===== config.mk =====
export PLATFORM = sky130hd
export DESIGN_NAME = eql_irq_peer
export DESIGN_NICKNAME = d
export VERILOG_FILES = /design/src/rtl/eql_irq_peer.sv
export SDC_FILE = /design/constraint.sdc
export NUM_CORES = 1
export LEC_CHECK = 0
export ABC_AREA = 0
export BUFFER_PORTS_ARGS = -buffer_cell sky130_fd_sc_hd__clkbuf_2
export CAP_MARGIN = 40
export CORE_MARGIN = 2
export CORE_UTILIZATION = 45
export DETAILED_ROUTE_END_ITERATION = 16
export GPL_TIMING_DRIVEN = 0
export PLACE_DENSITY = 0.72
export SYNTH_ARGS = -nofsm -noshare
export SYNTH_HDL_FRONTEND = slang
export SYNTH_SLANG_ARGS = --single-unit

===== constraint.sdc =====
create_clock -name clock -period 1.6 [get_ports clock]
set_input_delay 0.32 -clock clock [delete_from_list [all_inputs] [get_ports clock]]
set_output_delay 0.32 -clock clock [all_outputs]
set_load 0.005 [all_outputs]

===== src/rtl/eql_irq_peer.sv =====
// eql_irq_peer: peripheral-side partner of the interrupt-handshake controller.
// Converts a level service request into an eql request/hold/release sequence
// and keeps the saturating event counter reported on cont_eql.
//
// Handshake: eql rises the cycle after req_in is seen in IDLE and stays high
// until the controller acknowledges (cc_mux == 2'b11) or TIMEOUT cycles pass.
// After an acknowledge eql stays high for HOLD_CYC more cycles, then drops.
// The peer then waits, with no time limit, for uscite to leave 2'b00.
// It pulses done, spends one COOL cycle, and returns to IDLE.
module eql_irq_peer #(
  parameter int CNT_W    = 4,
  parameter int CMP_VAL  = 9,
  parameter int HOLD_CYC = 2,
  parameter int TIMEOUT  = 8
) (
  input  logic             clock,
  input  logic             reset,
  input  logic             req_in,
  input  logic [1:0]       cc_mux,
  input  logic [1:0]       uscite,
  input  logic             enable_count,
  input  logic             ackout,
  output logic             eql,
  output logic             cont_eql,
  output logic [CNT_W-1:0] count,
  output logic             busy,
  output logic             done,
  output logic             err,
  output logic             ack_seen,
  output logic [2:0]       state_dbg
);

  localparam int TW = $clog2(TIMEOUT) + 1;
  localparam int HW = $clog2(HOLD_CYC) + 1;
  localparam logic [TW-1:0]    TMR_LOAD  = TW'(TIMEOUT - 1);
  localparam logic [HW-1:0]    HOLD_LOAD = HW'(HOLD_CYC - 1);
  localparam logic [CNT_W-1:0] CMP       = CNT_W'(CMP_VAL);

  typedef enum logic [2:0] {
    S_IDLE    = 3'd0,
    S_REQ     = 3'd1,
    S_HOLD    = 3'd2,
    S_RELEASE = 3'd3,
    S_COOL    = 3'd4
  } state_t;

  state_t         state;
  logic [TW-1:0]  tmr;
  logic [HW-1:0]  hcnt;

  logic ack_in;
  logic ctl_left_ack;
  logic req_timeout;
  logic enter_cool;
  logic enter_idle;

  assign ack_in       = (cc_mux == 2'b11);
  assign ctl_left_ack = (uscite != 2'b00);
  assign req_timeout  = (state == S_REQ) && !ack_in && (tmr == '0);
  assign enter_cool   = (state == S_RELEASE) && ctl_left_ack;
  assign enter_idle   = req_timeout || (state == S_COOL);

  assign busy      = (state != S_IDLE);
  assign cont_eql  = (count == CMP);
  assign state_dbg = state;

  // Handshake sequencer with registered eql/done/err.
  always_ff @(posedge clock) begin
    if (reset) begin
      state <= S_IDLE;
      eql   <= 1'b0;
      done  <= 1'b0;
      err   <= 1'b0;
      tmr   <= '0;
      hcnt  <= '0;
    end else begin
      done <= 1'b0;
      err  <= 1'b0;
      case (state)
        S_IDLE: begin
          if (req_in) begin
            state <= S_REQ;
            eql   <= 1'b1;
            tmr   <= TMR_LOAD;
          end
        end
        S_REQ: begin
          // Acknowledge wins over an expiring timeout in the same cycle.
          if (ack_in) begin
            state <= S_HOLD;
            hcnt  <= HOLD_LOAD;
          end else if (tmr == '0) begin
            state <= S_IDLE;
            eql   <= 1'b0;
            err   <= 1'b1;
          end else begin
            tmr <= tmr - TW'(1);
          end
        end
        S_HOLD: begin
          if (hcnt == '0) begin
            state <= S_RELEASE;
            eql   <= 1'b0;
          end else begin
            hcnt <= hcnt - HW'(1);
          end
        end
        S_RELEASE: begin
          if (ctl_left_ack) begin
            state <= S_COOL;
            done  <= 1'b1;
          end
        end
        S_COOL: begin
          state <= S_IDLE;
        end
        default: begin
          state <= S_IDLE;
          eql   <= 1'b0;
        end
      endcase
    end
  end

  // Saturating event counter; clearing on handshake completion beats increment.
  always_ff @(posedge clock) begin
    if (reset) begin
      count <= '0;
    end else if (enter_cool) begin
      count <= '0;
    end else if (enable_count && (count != CMP)) begin
      count <= count + CNT_W'(1);
    end
  end

  // Sticky record of a controller ack seen during the current handshake.
  always_ff @(posedge clock) begin
    if (reset) begin
      ack_seen <= 1'b0;
    end else if (enter_idle) begin
      ack_seen <= 1'b0;
    end else if (ackout && busy) begin
      ack_seen <= 1'b1;
    end
  end

endmodule


== Word level (Yosys, flattened, before mapping) ==
Cells that the tools add are included.

* Add/subtract/negate cells: 3
* Multiply operators: 0
* Divide/modulo/power cells: 0
* $lt $le $gt $ge: 0
* Eq/ne operators: 16
* Shift operators: 0
* Mux-type cells: 20
* Bitwise operators: 3
* Reduce and logical (&&, ||, !) cells: 23

{| class="wikitable"
|+ Operator list
! cell !! count
|-
| two-way mux 3 bit || 5
|-
| != test 2 bit, second input constant || 7
|-
| two-way mux 4 bit || 3
|-
| one-hot mux 3 bit (4 select lines) || 1
|-
| one-hot mux 4 bit (2 select lines) || 1
|-
| AND reduction 4 bit || 2
|-
| OR reduction 2 bit || 4
|-
| == test 3 x 2 -> 1 bit, second input constant || 2
|-
| two-way mux 1 bit || 6
|-
| nonzero test 2 bit || 3
|-
| logical AND 1 bit || 5
|-
| AND reduction 5 bit || 1
|-
| adder 4 x 1 -> 4 bit, second input constant || 1
|-
| == test 4 bit, second input constant || 1
|-
| zero test 4 bit || 1
|-
| two-way mux 2 bit || 2
|-
| != test 4 bit, second input constant || 1
|-
| one-hot mux 1 bit (4 select lines) || 1
|-
| one-hot mux 2 bit (2 select lines) || 1
|-
| subtractor 4 x 1 -> 4 bit, second input constant || 1
|-
| == test 3 x 1 -> 1 bit, second input constant || 1
|-
| == test 3 bit, second input constant || 1
|-
| zero test 3 bit || 1
|-
| != test 3 x 2 -> 1 bit, second input constant || 1
|-
| other kinds (10) || 12
|}

* Bits in registers: 17
* Bits in latches: 0
* Memory bits (writable): 0
* Memory bits (read-only): 0
* Bits of input ports: 9
* Logic and storage cells: 73
* Memories kept: 0

== Depth between registers and ports, before layout ==
* Depth in word-level cells: 6
* Depth in mapped cells: 7
* Depth with buffers taken out: 6

== Least setup slack after synthesis ==
Ideal clock, no wire load.

* Path kind: flip-flop to flip-flop
* From: reg tmr[0]
* To: reg tmr[3]
* Data arrival time: 1.567 ns
* Data required time: 1.532 ns
* Path slack: -0.035 ns
* Stages on the path, launching flop included: 8
* Buffers on the path: 1
* Clock period less this slack: 1.635 ns
* Cells stage by stage: dfxtp_1 > inv_1 > ha_1 > or3b_1 > buf_6 > a31o_4 > a31o_1 > a21oi_2

* Word-level cells in the longest chain between the ends: 4
* Elaborated cells between the ends (all ways): 7
* Classes of those cells: add/sub: 1; eq/ne: 1; mux: 3; reduce/logical: 2

{| class="wikitable"
|+ Ends and longest elaborated chain
! item !! line !! RTL
|-
| start, declared || 48 || <nowiki>logic [TW-1:0] tmr;</nowiki>
|-
| start signal, assigned || 97 || <nowiki>tmr <= tmr - TW'(1);</nowiki>
|-
| subtractor 4 x 1 -> 4 bit || 97 ||
|-
| two-way mux 4 bit || 92 || <nowiki>end else if (tmr == '0) begin</nowiki>
|-
| two-way mux 4 bit || 89 || <nowiki>if (ack_in) begin</nowiki>
|-
| one-hot mux 4 bit (2 select lines) || 79 || <nowiki>case (state)</nowiki>
|}

Parallel ways exist; a longest one is shown, timed or not. The select of a mux whose other input is x is not followed.
A chain may end at the register's enable or synchronous reset.

== Worst setup path after layout ==
Same ends and word-level chain as after synthesis.

==> summary.txt <==
Clocking
  • CTS Root Cell: clkbuf_4
  • Hold_buf cts: 0
  • CTS H-tree lvls: 1
  • Clock latency on the worst-skew pair: 0.28 ns
  • Sink Count: 17
  • CTS Buf Count: 3
  • Bufs on Longest Clock Path: 2
  • CTS clk-pin slew, worst paths: 0.10 ns
  • CTS tree: built

STA
  • Final Max Tran Viols: 0
  • Setup WS post-layout: between 0.03 and 0.04 ns
  • Layout Skew: ~0.00088 ns
  • Hold slack: 0.269 ns
  • Unrepaired setup endpoints after global routing: no
  • Actual slew at the worst max-slew pin: a little under 0.5 ns
  • Final period util: 97.9%
  • Min cycle time layout: roughly 1.6 ns
  • Highest clock rate: approximately 640 MHz
  • Hold Vio Cnt, Final: 0
  • Slew margin rel.: between 60% and 70%
  • Final setup fails: 0

Logic synthesis
  • Ys async rst share: 0%
  • Seq/Total Area, Yosys: around 40%
  • Net Count, Synth: approximately 110
  • Cell count after synthesis: 96
  • Yosys reg bits: 17
  • Prevailing post-synth register cell: dfxtp_1
  • Yosys warns: 0
  • Mapped Avg Cell Area: about 8.8 sq um
  • Netlist cell types: 38
  • Post-synth EDFFs: 0
  • Syn Std Cell Area: 850 sq um

Placement
  • Post-DP Area: 1000 sq um
  • Placed Cells: about 140
  • Port Buffer Count: 21
  • Place WS: -0.0576 ns
  • DP HPWL: between 1 and 1.5 mm
  • Final Wtd Congestion: 0.761

Critical path
  • Reg-to-Reg Start: tmr[0]
  • CP Cell Sequence: inv_2 > ha_4 > or3b_4 > a31o_4 > a31o_1 > a21oi_2
  • Worst EP required: around 1.8 ns
  • CP max-delay cell: or3b_4
  • Critical register-to-register path endpoint: tmr[3]
  • Critical path endpoint category: flip-flop
  • R2R setup slack: around 0.033 ns
  • CP startpoint kind: flip-flop
  • Arrival time worst endpoint: between 1.5 and 2 ns
  • WP buf/inv: 1
  • Reg2Reg Depth: 6
  • Beginning of the critical path: tmr[0]
  • Critical Path Fanout Max: 4
  • Worst path max stage delay: 0.38 ns
  • Critical path's top delay family: compound AO/OA/AOI/OAI gates
  • Crit Path Category: reg -> reg

Detailed routing
  • Via count: about 820
  • Post-DRT Antenna Nets: 0
  • Starting DRT DRC Count: 12
  • First-pass DRT Iterations: 5
  • Final wirelength: 1.91 mm
  • DRC Markers: 0
  • Drt wl/cell: about 13 um
  • DR vias/cell: 5.56

Layout
  • Nets: 137
  • Area Overhead vs Synth: 24.3%
  • Commonest cells after routing, fill and taps aside: clkbuf_2 (21), dfxtp_1 (13), nor2_1 (11)
  • Fillers: ~170
  • Final Non-Filler Cells: around 150
  • Commonest non-fill, non-tap cell in the layout: clkbuf_2
  • Layout cell share with drive strength beyond 1: 33.3%
  • Post-route cell area: between 1000 and 1500 sq um
  • ANT cells: 0

Run
  • Max-cap violations: 0

Min path
  • WHS Path Cells: 2
  • Hold path endpoint: tmr[1]
  • Hold WC Path Type: in -> reg
  • HP Start: reset

Global route
  • GRT Util Overall: between 10% and 20%
  • Grt ovf: 0
  • Largest net degree at the start of global routing: 11
  • Vias in the first global route: roughly 730
  • First-pass GRT wire length: 3.00 mm
  • Initial antenna violation count: 0

Floorplan
  • Top Ports: 22
  • Site row count: 15
  • Die footprint: about 2300 sq um
  • Die Y: roughly 47 um
  • Die width: about 47 um
  • CORE AREA: ~1700 sq um
  • Initial Util: 48.7%

Pwr
  • Worst VDD drop: between 0.0005 and 0.0006 V
  • Net Sw Power: about 0.27 mW
  • Reg power frac: a little over 50%
  • Clock power frac: between 20% and 30%
  • Gate power share: 24.1%
  • Pleak: 0.433 nW
  • PwrDens: 889 nW/um^2
  • Sw Share: roughly 29%
  • Power Internal: ~0.67 mW

Outcome
  • Status: finished, final reports clean
==> synthesized netlist by cell type, types with 3 or more instances <==
master	instances	area, sq um
nor4_1	3	18.8
inv_1	7	26.3
nor3_1	3	15.0
ha_1	4	50.1
nand3b_1	3	22.5
a311oi_1	4	35.0
nor2_1	11	41.3
nand2_1	4	15.0
dfxtp_1	17	340
a21oi_1	5	25.0
==> worst reg2reg max path, delay by kind of cell (launching register included) <==
family	cells	cell delay, ns
buffers and inverters	1	0.06
DFF	1	0.36
and+or+nand+nor	1	0.38
AOI/OAI and AO/OA	3	0.58
adders and majority gates	1	0.12
==> repair_timing <==
action	CTS	global route
endpoints found under the setup margin	5	1
resized for setup	8	3
setup buffers	4	0
==> layout make-up <==
class,count,area (sq um),share of cell area [%]
plain buffers,2,11.3,1.07
clock buffers,4,26.3,2.49
inverters,7,26.3,2.49
multi-input cells,68,475,45.0
flip-flops and latches,17,350,33.2
well taps,25,31.3,2.96
repair buffers,25,135,12.8
==> stage by stage <==
step,total power [mW],util (%),TNS [ns]
floorplan,0.636,-,0
global placement,0.695,57.3,-0.0316
detailed placement,0.704,57.3,-0.0969
CTS,0.948,61.1,0
global route,0.986,60.5,0
finish,0.939,60.5,0
==> worst max-delay path by stage <==
stage	cells past startpoint	to	slack, ns
3_5_place_dp	7	tmr[3]	-0.06
4_1_cts	3	busy	0.02
5_1_grt	6	tmr[3]	0.007
2_1_floorplan	7	tmr[3]	0.02
6_report	6	tmr[3]	0.03
3_3_place_gp	7	tmr[3]	-0.03
==> state kept, by name, indices dropped and copies added (netlist names) <==
name / count
count: 4
tmr: 4
state_dbg: 3
hcnt: 2
ack_seen: 1
done: 1
eql: 1
err: 1
==> metal layers <==
layer / vias up / wire (um) / share of wire [%] / track usage, %
met4: 0 / 15 / 0.78 / 7.78
met2: 27 / 961 / 50 / 33.2
met3: 2 / 90 / 4.7 / 3.40
met5: - / 0 / 0 / 0
met1: 382 / 845 / 44 / 22.0
li1: 412 / - / - / -
==> cell families after synthesis <==
logic type / after synthesis / share of synthesized area, %
and+or+nand+nor: 36 / 22.7
AOI/OAI and AO/OA: 25 / 22.4
DFF: 17 / 40.1
buffers and inverters: 11 / 5.74
adders and majority gates: 4 / 5.89
xor gates and xnor gates: 2 / 2.06
muxes: 1 / 1.18
==> power groups by stage <==
stage	clock, mW	sequential [mW]	combinational, mW
2_1_floorplan	0	0.491	0.145
3_3_place_gp	0	0.496	0.200
3_5_place_dp	0	0.497	0.207
4_1_cts	0.233	0.479	0.236
5_1_grt	0.249	0.492	0.246
6_report	0.227	0.486	0.226
(Power assumes the default switching activity.)
